$ cat src/rtl/dma_fifo_pkg.sv
// -----------------------------------------------------------------------------
// dma_fifo_pkg
// Shared definitions for the DMA FIFO write-side logic:
//   wr_state_e     - packet writer FSM encoding (IDLE, DATA, DROP, SETTLE)
//   SETTLE_CYCLES  - idle gap after a packet so FIFO room/full flags catch up
//   ptr_op_e       - FIFO pointer pulse kinds, ordered by priority
//   ptr_arbitrate  - reduces concurrent pointer requests to a single pulse
// -----------------------------------------------------------------------------
package dma_fifo_pkg;

  typedef enum logic [1:0] {
    IDLE   = 2'd0,
    DATA   = 2'd1,
    DROP   = 2'd2,
    SETTLE = 2'd3
  } wr_state_e;

  // The FIFO flags are registered, so the writer idles this many cycles after
  // its last write before it trusts room_avail / fifo_full again.
  localparam int SETTLE_CYCLES = 2;

  // Pointer pulse priority: a higher encoding wins. A flush (reset) overrides
  // a rollback, which overrides a snapshot.
  typedef enum logic [1:0] {
    PTR_NONE     = 2'd0,
    PTR_SNAPSHOT = 2'd1,
    PTR_ROLLBACK = 2'd2,
    PTR_RESET    = 2'd3
  } ptr_op_e;

  function automatic ptr_op_e ptr_arbitrate(input logic req_reset,
                                            input logic req_rollback,
                                            input logic req_snapshot);
    if (req_reset)         return PTR_RESET;
    else if (req_rollback) return PTR_ROLLBACK;
    else if (req_snapshot) return PTR_SNAPSHOT;
    else                   return PTR_NONE;
  endfunction

endpackage

$ cat src/rtl/dma_sat_counter.sv
// -----------------------------------------------------------------------------
// dma_sat_counter
// Event counter that holds at all-ones instead of wrapping.
// Ports:
//   clk    in   counter clock
//   rstb   in   asynchronous active-low reset
//   inc    in   count one event this cycle
//   count  out  CNT_W current count
// -----------------------------------------------------------------------------
module dma_sat_counter #(
  parameter int CNT_W = 16
) (
  input  logic             clk,
  input  logic             rstb,
  input  logic             inc,
  output logic [CNT_W-1:0] count
);

  logic [CNT_W-1:0] r_count;

  // NOTE: state registers use non-blocking assignment so every flop samples
  // pre-edge values regardless of process evaluation order.
  always_ff @(posedge clk or negedge rstb) begin
    if (!rstb)                     r_count <= '0;
    else if (inc && (r_count != '1)) r_count <= r_count + CNT_W'(1);
  end

  assign count = r_count;

endmodule

$ cat src/rtl/dma_pkt_writer.sv
// -----------------------------------------------------------------------------
// dma_pkt_writer
// Packet-framing write stage in front of the DMA async FIFO write port.
// A packet is admitted only when the FIFO can hold a maximum-length packet;
// the FIFO write pointer is snapshotted at packet start and rolled back when
// the packet is errored, overlong or truncated. Software flushes reset the
// FIFO pointer. All outputs are combinational from state and inputs.
//
// Build option: define DMA_WR_STATS_EN to implement the saturating
// pkt_ok_cnt / pkt_drop_cnt counters; otherwise both ports are tied to 0.
//
// Ports:
//   wrclk, rstb_wrclk        write clock, async active-low reset
//   in_valid/in_ready        beat handshake; in_data/in_sop/in_eop/in_err
//   flush_req                single-cycle software flush
//   write_en, write_data     FIFO write strobe and data (data = in_data)
//   snapshot_wrptr / rollback_wrptr / reset_wrptr   FIFO pointer pulses
//   fifo_full, room_avail    registered FIFO status
//   pkt_commit, pkt_drop     per-packet event pulses
//   pkt_ok_cnt, pkt_drop_cnt statistics counters
// -----------------------------------------------------------------------------
module dma_pkt_writer
  import dma_fifo_pkg::*;
#(
  parameter int FIFO_PTR    = 4,
  parameter int FIFO_WIDTH  = 32,
  parameter int MAX_PKT_LEN = 8,
  parameter int CNT_W       = 16
) (
  input  logic                  wrclk,
  input  logic                  rstb_wrclk,
  input  logic                  in_valid,
  output logic                  in_ready,
  input  logic [FIFO_WIDTH-1:0] in_data,
  input  logic                  in_sop,
  input  logic                  in_eop,
  input  logic                  in_err,
  input  logic                  flush_req,
  output logic                  write_en,
  output logic [FIFO_WIDTH-1:0] write_data,
  output logic                  snapshot_wrptr,
  output logic                  rollback_wrptr,
  output logic                  reset_wrptr,
  input  logic                  fifo_full,
  input  logic [FIFO_PTR:0]     room_avail,
  output logic                  pkt_commit,
  output logic                  pkt_drop,
  output logic [CNT_W-1:0]      pkt_ok_cnt,
  output logic [CNT_W-1:0]      pkt_drop_cnt
);

  localparam int                 LEN_W     = $clog2(MAX_PKT_LEN + 1);
  localparam logic [LEN_W-1:0]   LEN_MAX   = LEN_W'(MAX_PKT_LEN);
  localparam logic [FIFO_PTR:0]  ROOM_NEED = (FIFO_PTR + 1)'(MAX_PKT_LEN);
  localparam int                 SETTLE_W  = (SETTLE_CYCLES > 1) ? $clog2(SETTLE_CYCLES) : 1;
  localparam logic [SETTLE_W-1:0] SETTLE_LAST = SETTLE_W'(SETTLE_CYCLES - 1);

  wr_state_e           r_state, w_state_nxt;
  logic [LEN_W-1:0]    r_len;
  logic [SETTLE_W-1:0] r_settle;

  logic    w_trunc, w_data_ready, w_data_acc, w_len_full;
  logic    w_len_clr, w_len_inc, w_settle_restart;
  logic    w_req_snap, w_req_rb, w_req_rst;
  ptr_op_e w_ptr_op;

  // A new SOP while the current packet already holds beats means the source
  // abandoned it: that SOP is held off (not consumed) so it can start afresh.
  assign w_trunc      = in_valid && in_sop && (r_len != '0);
  assign w_data_ready = !fifo_full && !w_trunc;
  assign w_data_acc   = in_valid && w_data_ready;
  // A beat arriving once MAX_PKT_LEN beats are written is always overlong.
  assign w_len_full   = (r_len == LEN_MAX);

  // NOTE: every signal driven here gets a default first, so no path through
  // the case leaves a value unassigned and no latch is inferred.
  always_comb begin
    w_state_nxt = r_state;
    in_ready    = 1'b0;
    write_en    = 1'b0;
    pkt_commit  = 1'b0;
    pkt_drop    = 1'b0;
    w_req_snap  = 1'b0;
    w_req_rb    = 1'b0;
    w_req_rst   = 1'b0;
    w_len_clr   = 1'b0;
    w_len_inc   = 1'b0;

    case (r_state)
      IDLE: begin
        if (flush_req) begin
          w_req_rst   = 1'b1;
          w_state_nxt = SETTLE;
        end else if (in_valid && in_sop && (room_avail >= ROOM_NEED) && !fifo_full) begin
          // Admission only; the SOP beat itself is taken in DATA.
          w_req_snap  = 1'b1;
          w_len_clr   = 1'b1;
          w_state_nxt = DATA;
        end
      end

      DATA: begin
        in_ready = w_data_ready;
        if (flush_req) begin
          // Any accepted beat is discarded; the pointer reset replaces rollback.
          w_req_rst = 1'b1;
          pkt_drop  = 1'b1;
          w_state_nxt = ((w_data_acc && in_eop) || w_trunc) ? SETTLE : DROP;
        end else if (w_trunc) begin
          w_req_rb    = 1'b1;
          pkt_drop    = 1'b1;
          w_state_nxt = SETTLE;
        end else if (w_data_acc) begin
          if (in_err || w_len_full) begin
            w_req_rb    = 1'b1;
            pkt_drop    = 1'b1;
            w_state_nxt = in_eop ? SETTLE : DROP;
          end else begin
            write_en  = 1'b1;
            w_len_inc = 1'b1;
            if (in_eop) begin
              pkt_commit  = 1'b1;
              w_state_nxt = SETTLE;
            end
          end
        end
      end

      DROP: begin
        in_ready  = 1'b1;
        w_req_rst = flush_req;
        if (in_valid && in_eop) w_state_nxt = SETTLE;
      end

      SETTLE: begin
        // A flush here restarts the settle window via w_settle_restart.
        if (flush_req)                    w_req_rst   = 1'b1;
        else if (r_settle == SETTLE_LAST) w_state_nxt = IDLE;
      end

      default: w_state_nxt = IDLE;
    endcase
  end

  assign w_ptr_op       = ptr_arbitrate(w_req_rst, w_req_rb, w_req_snap);
  assign snapshot_wrptr = (w_ptr_op == PTR_SNAPSHOT);
  assign rollback_wrptr = (w_ptr_op == PTR_ROLLBACK);
  assign reset_wrptr    = (w_ptr_op == PTR_RESET);
  assign write_data     = in_data;

  assign w_settle_restart = (w_state_nxt == SETTLE) && ((r_state != SETTLE) || flush_req);

  always_ff @(posedge wrclk or negedge rstb_wrclk) begin
    if (!rstb_wrclk) begin
      r_state  <= IDLE;
      r_len    <= '0;
      r_settle <= '0;
    end else begin
      r_state <= w_state_nxt;
      if (w_len_clr)      r_len <= '0;
      else if (w_len_inc) r_len <= r_len + LEN_W'(1);
      if (w_settle_restart)       r_settle <= '0;
      else if (r_state == SETTLE) r_settle <= r_settle + SETTLE_W'(1);
    end
  end

`ifdef DMA_WR_STATS_EN
  dma_sat_counter #(.CNT_W(CNT_W)) u_ok_cnt (
    .clk   (wrclk),
    .rstb  (rstb_wrclk),
    .inc   (pkt_commit),
    .count (pkt_ok_cnt)
  );

  dma_sat_counter #(.CNT_W(CNT_W)) u_drop_cnt (
    .clk   (wrclk),
    .rstb  (rstb_wrclk),
    .inc   (pkt_drop),
    .count (pkt_drop_cnt)
  );
`else
  assign pkt_ok_cnt   = '0;
  assign pkt_drop_cnt = '0;
`endif

endmodule

$ cat config.mk
export PLATFORM = sky130hd
export DESIGN_NAME = dma_pkt_writer
export DESIGN_NICKNAME = d
export VERILOG_FILES = /design/src/rtl/dma_fifo_pkg.sv /design/src/rtl/dma_sat_counter.sv /design/src/rtl/dma_pkt_writer.sv
export SDC_FILE = /design/constraint.sdc
export NUM_CORES = 1
export LEC_CHECK = 0
export CAP_MARGIN = 20
export CORE_MARGIN = 2
export CORE_UTILIZATION = 30
export DETAILED_ROUTE_END_ITERATION = 10
export PLACE_DENSITY = 0.8
export SETUP_SLACK_MARGIN = 0.1
export SYNTH_ARGS = -nofsm -noshare
export SYNTH_HDL_FRONTEND = slang
export SYNTH_SLANG_ARGS = --single-unit
$ cat constraint.sdc
create_clock -name wrclk -period 2.01 [get_ports wrclk]
set_input_delay 0.402 -clock wrclk [delete_from_list [all_inputs] [get_ports wrclk]]
set_output_delay 0.402 -clock wrclk [all_outputs]
set_load 0.05 [all_outputs]
==> results of run 1 <==
## sequential cells by signal (all words and copies together) (netlist names)
name and count:
r_len 4, r_state 2, r_settle 1
## final cells by class
| class | count | area (um^2) | share of cell area |
|---|---|---|---|
| clock buffer | 4 | 45.0 | 0.0305 |
| inverter | 7 | 26.3 | 0.0178 |
| multi-input combinational | 94 | 706 | 0.478 |
| sequential | 7 | 176 | 0.119 |
| tap | 48 | 60.1 | 0.0406 |
| timing repair buffer | 48 | 464 | 0.314 |
## critical path, stage by stage (launching register included)
cell and delay (ns):
dfrtp_1 0.36, inv_2 0.06, ha_4 0.15, nor3b_4 0.15, or2_1 0.24, and2_4 0.15, o21a_4 0.19, buf_8 0.14
## cell usage in the layout (no fill, tap or decap), drive strengths merged, types with 3 or more instances in the layout
| master | instances |
|---|---|
| conb | 32 |
| clkbuf | 4 |
| nor2b | 4 |
| inv | 7 |
| nand2b | 3 |
| dfrtp | 7 |
| ha | 6 |
| buf | 39 |
| a21oi | 4 |
| nor2 | 7 |
| dlygate4sd2 | 6 |
| nand2 | 3 |
## worst paths after layout
kind                                    to  slack [ns]  depth (start not counted)
worst max-delay path              in_ready       -0.06                          7
worst min-delay path              r_settle        0.44                          1
worst max register to register    r_settle        0.08                          8
worst min register to register    r_settle        0.59                          2
max in group asynchronous       r_state[0]        1.31                          1
min in group wrclk                r_settle        0.59                          2
## Yosys cell counts
library cell   n  share of area
and2_1         1         0.0055
a31o_1         1         0.0076
o21ai_0        2         0.0087
and2_2         1         0.0065
o211a_1        1         0.0087
or2_1          1         0.0055
nor2b_1        4          0.022
a211o_1        1         0.0076
buf_4         64           0.42
o311ai_0       1         0.0076
o32ai_2        1          0.014
nor4_2         1          0.011
nor2_1         7          0.023
o2111ai_1      1         0.0076
o31ai_2        1          0.011
clkbuf_1       1         0.0033
nor4bb_1       1         0.0087
xor2_1         2          0.015
and4_1         1         0.0076
a32o_1         1         0.0087
o31a_1         2          0.015
nand2_1        3         0.0098
nor3_1         2         0.0087
nor3b_1        2          0.013
conb_1         1         0.0033
and3_1         2          0.011
nand3b_1       1         0.0065
or3_1          1         0.0055
a211oi_1       1         0.0065
nand2b_1       3          0.016
ha_1           6          0.065
xnor2_1        1         0.0076
nand3_1        2         0.0087
a21oi_1        3          0.013
o21a_1         2          0.013
nor4_1         1         0.0055
inv_1          7          0.023
a21oi_2        1         0.0076
dfrtp_1        7           0.15
## power breakdown
group          leakage (uW)  switching (uW)  internal (uW)
Clock             0.0000228            53.4            137
Combinational      0.000613             669            584
Sequential        0.0000873            58.9            203
Total              0.000723             781            923
## kinds of logic (layout without fill, tap and decap cells)
family / Yosys count / after routing / share of synthesized area
compound gates: 19 / 19 / 0.137
xor+xnor: 3 / 3 / 0.0229
fa+ha+maj: 6 / 6 / 0.0654
buf+inv: 72 / 59 / 0.444
flops: 7 / 7 / 0.153
other cells: 1 / 32 / 0.00326
simple gates: 34 / 34 / 0.174
## layer usage
metal	part of all wire	global-route usage	vias up	wire [um]
met3	0.091	0.0170	8	215
met1	0.38	0.125	423	897
met5	0	0	-	0
li1	-	-	414	-
met2	0.52	0.163	54	1220
met4	0.013	0.0547	0	31
## stage by stage
stage               hold slack (ns)  utilization  power [uW]  TNS [ns]  worst slack [ns]
global route                  0.463        0.404        1820    -0.490            -0.109
finish                        0.441        0.404        1700    -0.123           -0.0624
floorplan                     0.106            -        1140         0            0.0436
detailed placement            0.555        0.328        1210     -1.11            -0.196
CTS                           0.445        0.389        1650    -0.104           -0.0525
global placement              0.548        0.328        1190     -1.13            -0.185
## repair_timing
action | in CTS | in global routing
gates resized for setup | 30 | 8
pin swaps | 8 | 5
hold buffers | 0 | 0
buffers inserted | 13 | 4
setup endpoints to repair | 7 | 12
==> results.cfg, run 1 <==
[clocking]
cts_num_sinks = 7
clock_tree.root_cell = clkbuf_8
cts_buffer_depth = 2
clk_transition_reported_paths_ns = 0.04
clock_latency_of_the_later_clocked_register_in_the_worst_skew_pair_ns = 0.22
tritoncts.num_buffers = 3
cts_tree = done
htree_num_levels = 1

[sta]
grt_setup_unrepaired = true
finalWorstPathRequiredPeriod_ns = 2.07
report.final.hold_viol_count = 0
fin_skew_ns = 0.000693
finalCritPeriodShare = 1.03
setup_viol_count_final = 3
fmax_ghz = 0.483
timing.final.max_slew_violations = 0
final_worst_path_setup_slack_ns = -0.0624

[worst_setup_path]
worstPathArrival_ns = 1.67
required_ns = 1.61
critical_path_peak_fanout = 3
critical_path.startpoint = r_len[1]
rr_startpoint = r_state[0]
path_class = flop to output pin
worst_setup_path_start_kind = flop
critical_path.endpoint_type = output pin

[power_and_ir_drop]
total_leakage_power_uw = 0.000723
power-per-cell-area_nw_per_um2 = 1150
maximum_vdd_drop_uv = 631

[route]
final_antenna_net_count = 0
wl_per_cell_um = 11.4
drt_pass1_iterations = 7
remaining_drc_errors = 0
detailedRoute.firstIterationViolations = 15
detail_route.wirelength_mm = 2.36
num_vias = 899
route.detailed.vias_per_inst = 4.32

[die]
start_util = 0.314
ios = 116
fp.dieArea_um2 = 4340
placeableCoreArea_um2 = 3660
dieWidth_um = 65.9
rows = 22
die_y_um = 65.9

[final_layout]
share_of_final_layout_standard_cells_stronger_than_drive_strength_1 = 0.438
syn2layout_area_growth_pct = 28.6
n_antenna_cell = 0
fin_area_um2 = 1480
design.final.nets = 212
fin_cells = 208
fill_cells = 355

[yosys]
postSynthCellCount = 142
synth_seq_cells = 7
yosysSeqAreaShare = 0.153
post_synth.cell_area_avg_um2 = 8.09
yosys.cell_types.count = 39
yosys_warnings = 0
syn_area_um2 = 1150

[place]
gp_congestion = 0.847
port_buffers = 16
place_area_um2 = 1200
dpl.cell_count = 188
placed_wire_length_estimate_after_detailed_placement_mm = 1.60

[run]
drv.max_cap_violation_count = 0

[status]
run_status = finished with violations
violations_in_the_final_reports = negative setup slack

[grt]
globalRoute.totalOverflow = 0
grt_start_max_net_pins = 8
groute.usage.overall = 0.100
antenna_violations_before_repair = 0
grt_first_pass_wirelength_mm = 3.38
first_global_vias = 777

[min_path]
hold_path.class = input port to async pin
Power figures use the tool's default switching activity.
==> run 2: changes to the inputs <==
Settings changed: TNS_END_PERCENT from default to 10.
==> run 2 against run 1 <==
Global-route usage decreased by 0.32 points. Combinational power decreased by 7%. Die area unchanged. Utilization decreased by 3.0 points. The flow still finishes with violations (negative setup slack). Hold slack got worse by 0.0013 ns. Setup slack got worse by 0.029 ns. Cell area decreased by 7.5%. Final cell count decreased by 3.8%. Register-to-register slack improved by 0.07 ns. Critical endpoint unchanged. Non-clock buffer count decreased by 8. Critical path type unchanged. Flip-flop and latch count unchanged. Sequential power decreased by 7%.
==> results.cfg, run 2 (synthesized netlist as in run 1, its figures left out) <==
[worst_setup_path]
path_class = flop to output pin
critical_path_peak_fanout = 3
r2r_end = r_settle
ff2ff_setup_slack_ns = 0.15
rr_startpoint = r_state[1]
crit_path_max_incr_delay_ns = 0.35
critical_path.startpoint = r_len[1]
worst_setup_path_start_kind = flop
critical_path.endpoint_type = output pin
cpMaxStageDelayCell = dfrtp_1
worstPathArrival_ns = 1.70
required_ns = 1.61
crit_path_cell_trace = inv_2, ha_2, nor3b_4, or2_4, and2_1, o21a_2, buf_8
worst_r2r_path_depth = 7
endpoint = in_ready

[grt]
first_global_vias = 758
grt_start_max_net_pins = 8
grt_first_pass_wirelength_mm = 3.34
antenna_violations_before_repair = 0
groute.usage.overall = 0.0971
globalRoute.totalOverflow = 0

[route]
route.detailed.vias_per_inst = 4.15
wl_per_cell_um = 10.6
detail_route.wirelength_mm = 2.13
detailedRoute.firstIterationViolations = 17
num_vias = 829
drt_pass1_iterations = 4
remaining_drc_errors = 0
final_antenna_net_count = 0

[final_layout]
most-common-layout-cells = conb_1, buf_4, dfrtp_1
share_of_final_layout_standard_cells_stronger_than_drive_strength_1 = 0.362
syn2layout_area_growth_pct = 19.1
multi_input_comb_area_um2 = 653
design.final.nets = 204
n_antenna_cell = 0
area.sequential_um2 = 175
most_frequent_standard_cell_in_the_layout_excluding_fill_and_tap_cells = conb_1
fill_cells = 356
fin_area_um2 = 1370
max_ffs_per_register = 4
max_flop_register = r_len
reg.largest.list = r_len x4, r_state x2, r_settle x1

[status]
violations_in_the_final_reports = negative setup slack
run_status = finished with violations

[die]
ios = 116
dieWidth_um = 65.9
fp.dieArea_um2 = 4340
die_y_um = 65.9
start_util = 0.314
placeableCoreArea_um2 = 3660
rows = 22

[run]
drv.max_cap_violation_count = 0

[place]
dp_slack_ns = -0.176
port_buffers = 16
placed_wire_length_estimate_after_detailed_placement_mm = 1.66
gp_congestion = 0.837
place_area_um2 = 1230

[min_path]
hold_path.class = input port to async pin

[sta]
fin_skew_ns = 0.000694
setup_viol_count_final = 5
final_worst_path_setup_slack_ns = -0.0919
fmax_ghz = 0.476
grt_setup_unrepaired = true
report.final.hold_viol_count = 0
finalWorstPathRequiredPeriod_ns = 2.10
finalCritPeriodShare = 1.05
timing.final.max_slew_violations = 0

[clocking]
cts_buffer_depth = 2
clk_transition_reported_paths_ns = 0.04
clock_tree.root_cell = clkbuf_8
tritoncts.num_buffers = 3
htree_num_levels = 1
cts_num_sinks = 7
cts_tree = done
clock_latency_of_the_later_clocked_register_in_the_worst_skew_pair_ns = 0.22

[power_and_ir_drop]
total_power_uw = 1600
total_leakage_power_uw = 0.000672
maximum_vdd_drop_uv = 668
power-per-cell-area_nw_per_um2 = 1170
==> run 2: cell count changes in the layout (fill, tap and decap cells not counted), sizes merged <==
cell and change:
buf -8, clkdlybuf4s50 +3, dlygate4sd2 -3
==> run 2: cell type report <==
class,count,share of cell area
multi-input combinational,94,0.478
sequential,7,0.128
timing repair buffer,40,0.298
clock buffer,4,0.0329
tap,48,0.0439
inverter,7,0.0192
==> run 2: worst min-delay path by stage <==
stage / end / slack [ns] / cells after the start / start
2_1_floorplan: r_len[0] / 0.11 / 0 / rstb_wrclk
3_3_place_gp: r_len[3] / 0.55 / 2 / r_len[3]
3_5_place_dp: r_len[2] / 0.57 / 2 / r_len[2]
4_1_cts: r_len[0] / 0.45 / 1 / rstb_wrclk
5_1_grt: r_len[0] / 0.45 / 1 / rstb_wrclk
6_report: r_len[1] / 0.44 / 1 / rstb_wrclk
==> run 2: critical path: cells and delay by family, from the launching register on <==
| kind | cells | cell delay (ns) |
|---|---|---|
| simple gates | 3 | 0.54 |
| flops | 1 | 0.35 |
| compound gates | 1 | 0.20 |
| buf+inv | 2 | 0.19 |
| fa+ha+maj | 1 | 0.19 |
==> run 2: through the flow <==
| stage | util | hold slack (ns) | TNS, ns | cells |
|---|---|---|---|---|
| floorplan | - | 0.106 | 0 | 173 |
| global placement | 0.335 | 0.550 | -0.935 | 192 |
| detailed placement | 0.335 | 0.573 | -1.01 | 192 |
| CTS | 0.363 | 0.448 | -0.312 | 197 |
| global route | 0.374 | 0.453 | -0.854 | 200 |
| finish | 0.374 | 0.440 | -0.347 | 200 |
==> run 2: report_power, final <==
group	leakage, uW	internal (uW)	switching [uW]	total [uW]
sequential	0.0000882	201	42.4	243
combinational	0.000561	530	630	1160
clock	0.0000228	137	56.6	193
==> run 2: repair_timing <==
item                                    in CTS  in global routing
setup buffers                                1                  3
pin swaps                                    4                  5
resized for setup                           18                  7
endpoints found under the setup margin       7                  7
hold buffers                                 0                  0
==> run 2: routing by layer <==
metal / vias to the layer above / GRT usage / share of wire
li1: 400 / - / -
met1: 384 / 0.121 / 0.43
met2: 35 / 0.150 / 0.46
met3: 10 / 0.0239 / 0.085
met4: 0 / 0.0573 / 0.018
met5: - / 0 / 0
==> run 3: changes to the inputs <==
Settings changed: CORE_UTILIZATION 30 to 41, DONT_BUFFER_PORTS from default to 1, PLACE_DENSITY 0.8 to 0.52, SYNTH_HIERARCHICAL from default to 1.
Clock period 2.01 ns to 2 ns, I/O delays scaled along.
==> run 3 against run 2 <==
The run still ends with negative setup slack left. Critical path depth up 1. Via count is 1.9% lower. Final cell count is 16% lower. Die area shrank 25%. Combinational power grew 8%. Synthesized cell count unchanged. Critical path type unchanged.
==> results.cfg, run 3 <==
[status]
run_status = finished with violations
violations_in_the_final_reports = negative setup slack

[final_layout]
most_frequent_standard_cell_in_the_layout_excluding_fill_and_tap_cells = conb_1
design.final.nets = 189
syn2layout_area_growth_pct = -0.000174
max_ffs_per_register = 4
most-common-layout-cells = conb_1, buf_4, dfrtp_1
fill_cells = 280
postLayoutCoreUtil = 0.424
n_antenna_cell = 0
reg.largest.list = r_len x4, r_state x2, r_settle x1
max_flop_register = r_len
share_of_final_layout_standard_cells_stronger_than_drive_strength_1 = 0.372

[sta]
final.setup.tns_ns = -0.381
report.final.hold_viol_count = 0
fin_skew_ns = 0.00600
hold_ws_ns = 0.416
timing.final.max_slew_violations = 0
finalWorstPathRequiredPeriod_ns = 2.09
setup_viol_count_final = 6
grt_setup_unrepaired = true
fmax_ghz = 0.479
finalCritPeriodShare = 1.04
final_worst_path_setup_slack_ns = -0.0856

[die]
ios = 116
die_y_um = 56.9
rows = 19
start_util = 0.424
placeableCoreArea_um2 = 2710
dieWidth_um = 56.9
fp.dieArea_um2 = 3240

[place]
placed_wire_length_estimate_after_detailed_placement_mm = 1.61
dp_slack_ns = 0.00137
port_buffers = 0
gp_congestion = 0.896

[yosys]
postSynthCellCount = 142
yosysSeqAreaShare = 0.153
synth_seq_cells = 7
synth.top_cells.by_count = buf_4, dfrtp_1, inv_1, nor2_1, ha_1
post_synth.cell_area_avg_um2 = 8.09
yosys.cell_types.count = 39
number_of_enable_type_register_cells_in_the_synthesized_netlist = 0
synth_area_leader_cell = buf_4
synthTopCellsByArea = buf_4, dfrtp_1, ha_1
yosys.cell_count.top_type = buf_4
syn_area_um2 = 1150
yosys_warnings = 6
synth_largest_type_area_fraction = 0.418
synth-main-ff-cell = dfrtp_1
synth_async_sr_flop_share = 1.00

[worst_setup_path]
cpMaxStageDelayCell = dfrtp_1
required_ns = 1.60
critical_path.endpoint_type = output pin
ff2ff_setup_slack_ns = 0.01
r2r_end = r_len[1]
path_class = flop to output pin
rr_startpoint = r_len[1]
critical_path_peak_fanout = 3
crit_path_max_incr_delay_ns = 0.37
worst_setup_path_start_kind = flop
worst_r2r_path_depth = 14
crit_path_cell_trace = inv_2, ha_4, nand3b_1, a21oi_2, buf_4, o21a_4, nor2b_4, buf_12
worstPathArrival_ns = 1.69

[grt]
antenna_violations_before_repair = 0
grt_first_pass_wirelength_mm = 3.65
globalRoute.totalOverflow = 0
groute.usage.overall = 0.148
grt_start_max_net_pins = 10
first_global_vias = 757

[clocking]
clock_latency_of_the_later_clocked_register_in_the_worst_skew_pair_ns = 0.25
cts_buffer_depth = 2
clock_tree.root_cell = clkbuf_4
cts_tree = done
htree_num_levels = 1
clk_transition_reported_paths_ns = 0.05
tritoncts.num_buffers = 3
cts_num_sinks = 7

[min_path]
hold-path-endpoint = r_settle
holdCritStartpoint = flush_req
hold_path.class = input port to flop
holdPathStages = 3

[route]
num_vias = 813
final_antenna_net_count = 0
drt_pass1_iterations = 4
route.detailed.vias_per_inst = 4.84
detail_route.wirelength_mm = 2.37
wl_met3_um = 271
wl_per_cell_um = 14.1
highest-signal-layer = met4
remaining_drc_errors = 0
met1_layer_wirelength_in_the_final_routing_um = 931
detailedRoute.firstIterationViolations = 35
wl_met2_mm = 1.04

[power_and_ir_drop]
total_leakage_power_uw = 0.000562
power-per-cell-area_nw_per_um2 = 1410
maximum_vdd_drop_uv = 678
total_power_uw = 1620

[run]
drv.max_cap_violation_count = 0
## run 3: area by class of cell
cell class,count,area [um^2],share of cell area
Multi-Input combinational cell,94,672,0.585
Timing Repair Buffer,25,210,0.183
Clock buffer,4,26.3,0.0229
Tap cell,31,38.8,0.0338
Inverter,7,26.3,0.0229
Sequential cell,7,175,0.153
## run 3: how the worst max path moves through the flow
stage | depth (start not counted) | start | endpoint
CTS | 8 | r_len[1] | snapshot_wrptr
detailed placement | 6 | r_len[1] | in_ready
finish | 8 | r_len[1] | snapshot_wrptr
global route | 7 | r_len[1] | snapshot_wrptr
global placement | 6 | r_len[1] | in_ready
floorplan | 6 | r_len[0] | snapshot_wrptr
## run 3: power by group
group | internal (uW) | switching, uW | leakage (uW)
clock | 75.9 | 49.5 | 0.0000150
sequential | 201 | 43.7 | 0.0000882
combinational | 575 | 679 | 0.000459
## run 3: logic make-up after synthesis
group,synth area share
adders and majority gates,0.0654
xor gates and xnor gates,0.0229
and+or+nand+nor,0.174
DFF,0.153
AOI/OAI and AO/OA,0.137
other,0.00326
buffers and inverters,0.444
## run 3: repair_timing
action                                 CTS  global route
endpoints found under the hold margin    7             0
gates resized for setup                 13            11
hold buffers                             1             0
setup buffers                           12             2
pin swaps                                6             6
setup endpoints to repair                6             8
## run 3: per-layer routing
layer  vias to the layer above  global-route usage
li1                        367                   -
met3                        16              0.0590
met5                         -                   0
met1                       372               0.183
met2                        58               0.215
met4                         0              0.0930
## run 3: critical path, delay by kind of cell, from the launching register on
kind | cells | cell delay, ns
DFF | 1 | 0.37
AOI/OAI and AO/OA | 2 | 0.30
and+or+nand+nor | 2 | 0.27
buffers and inverters | 3 | 0.34
adders and majority gates | 1 | 0.16
## run 3: metrics by stage
stage | cells | cell area, um^2
2_1_floorplan | 173 | 1280
4_1_cts | 167 | 1100
5_1_grt | 168 | 1150
6_report | 168 | 1150
3_5_place_dp | 150 | 932
3_3_place_gp | 150 | 932
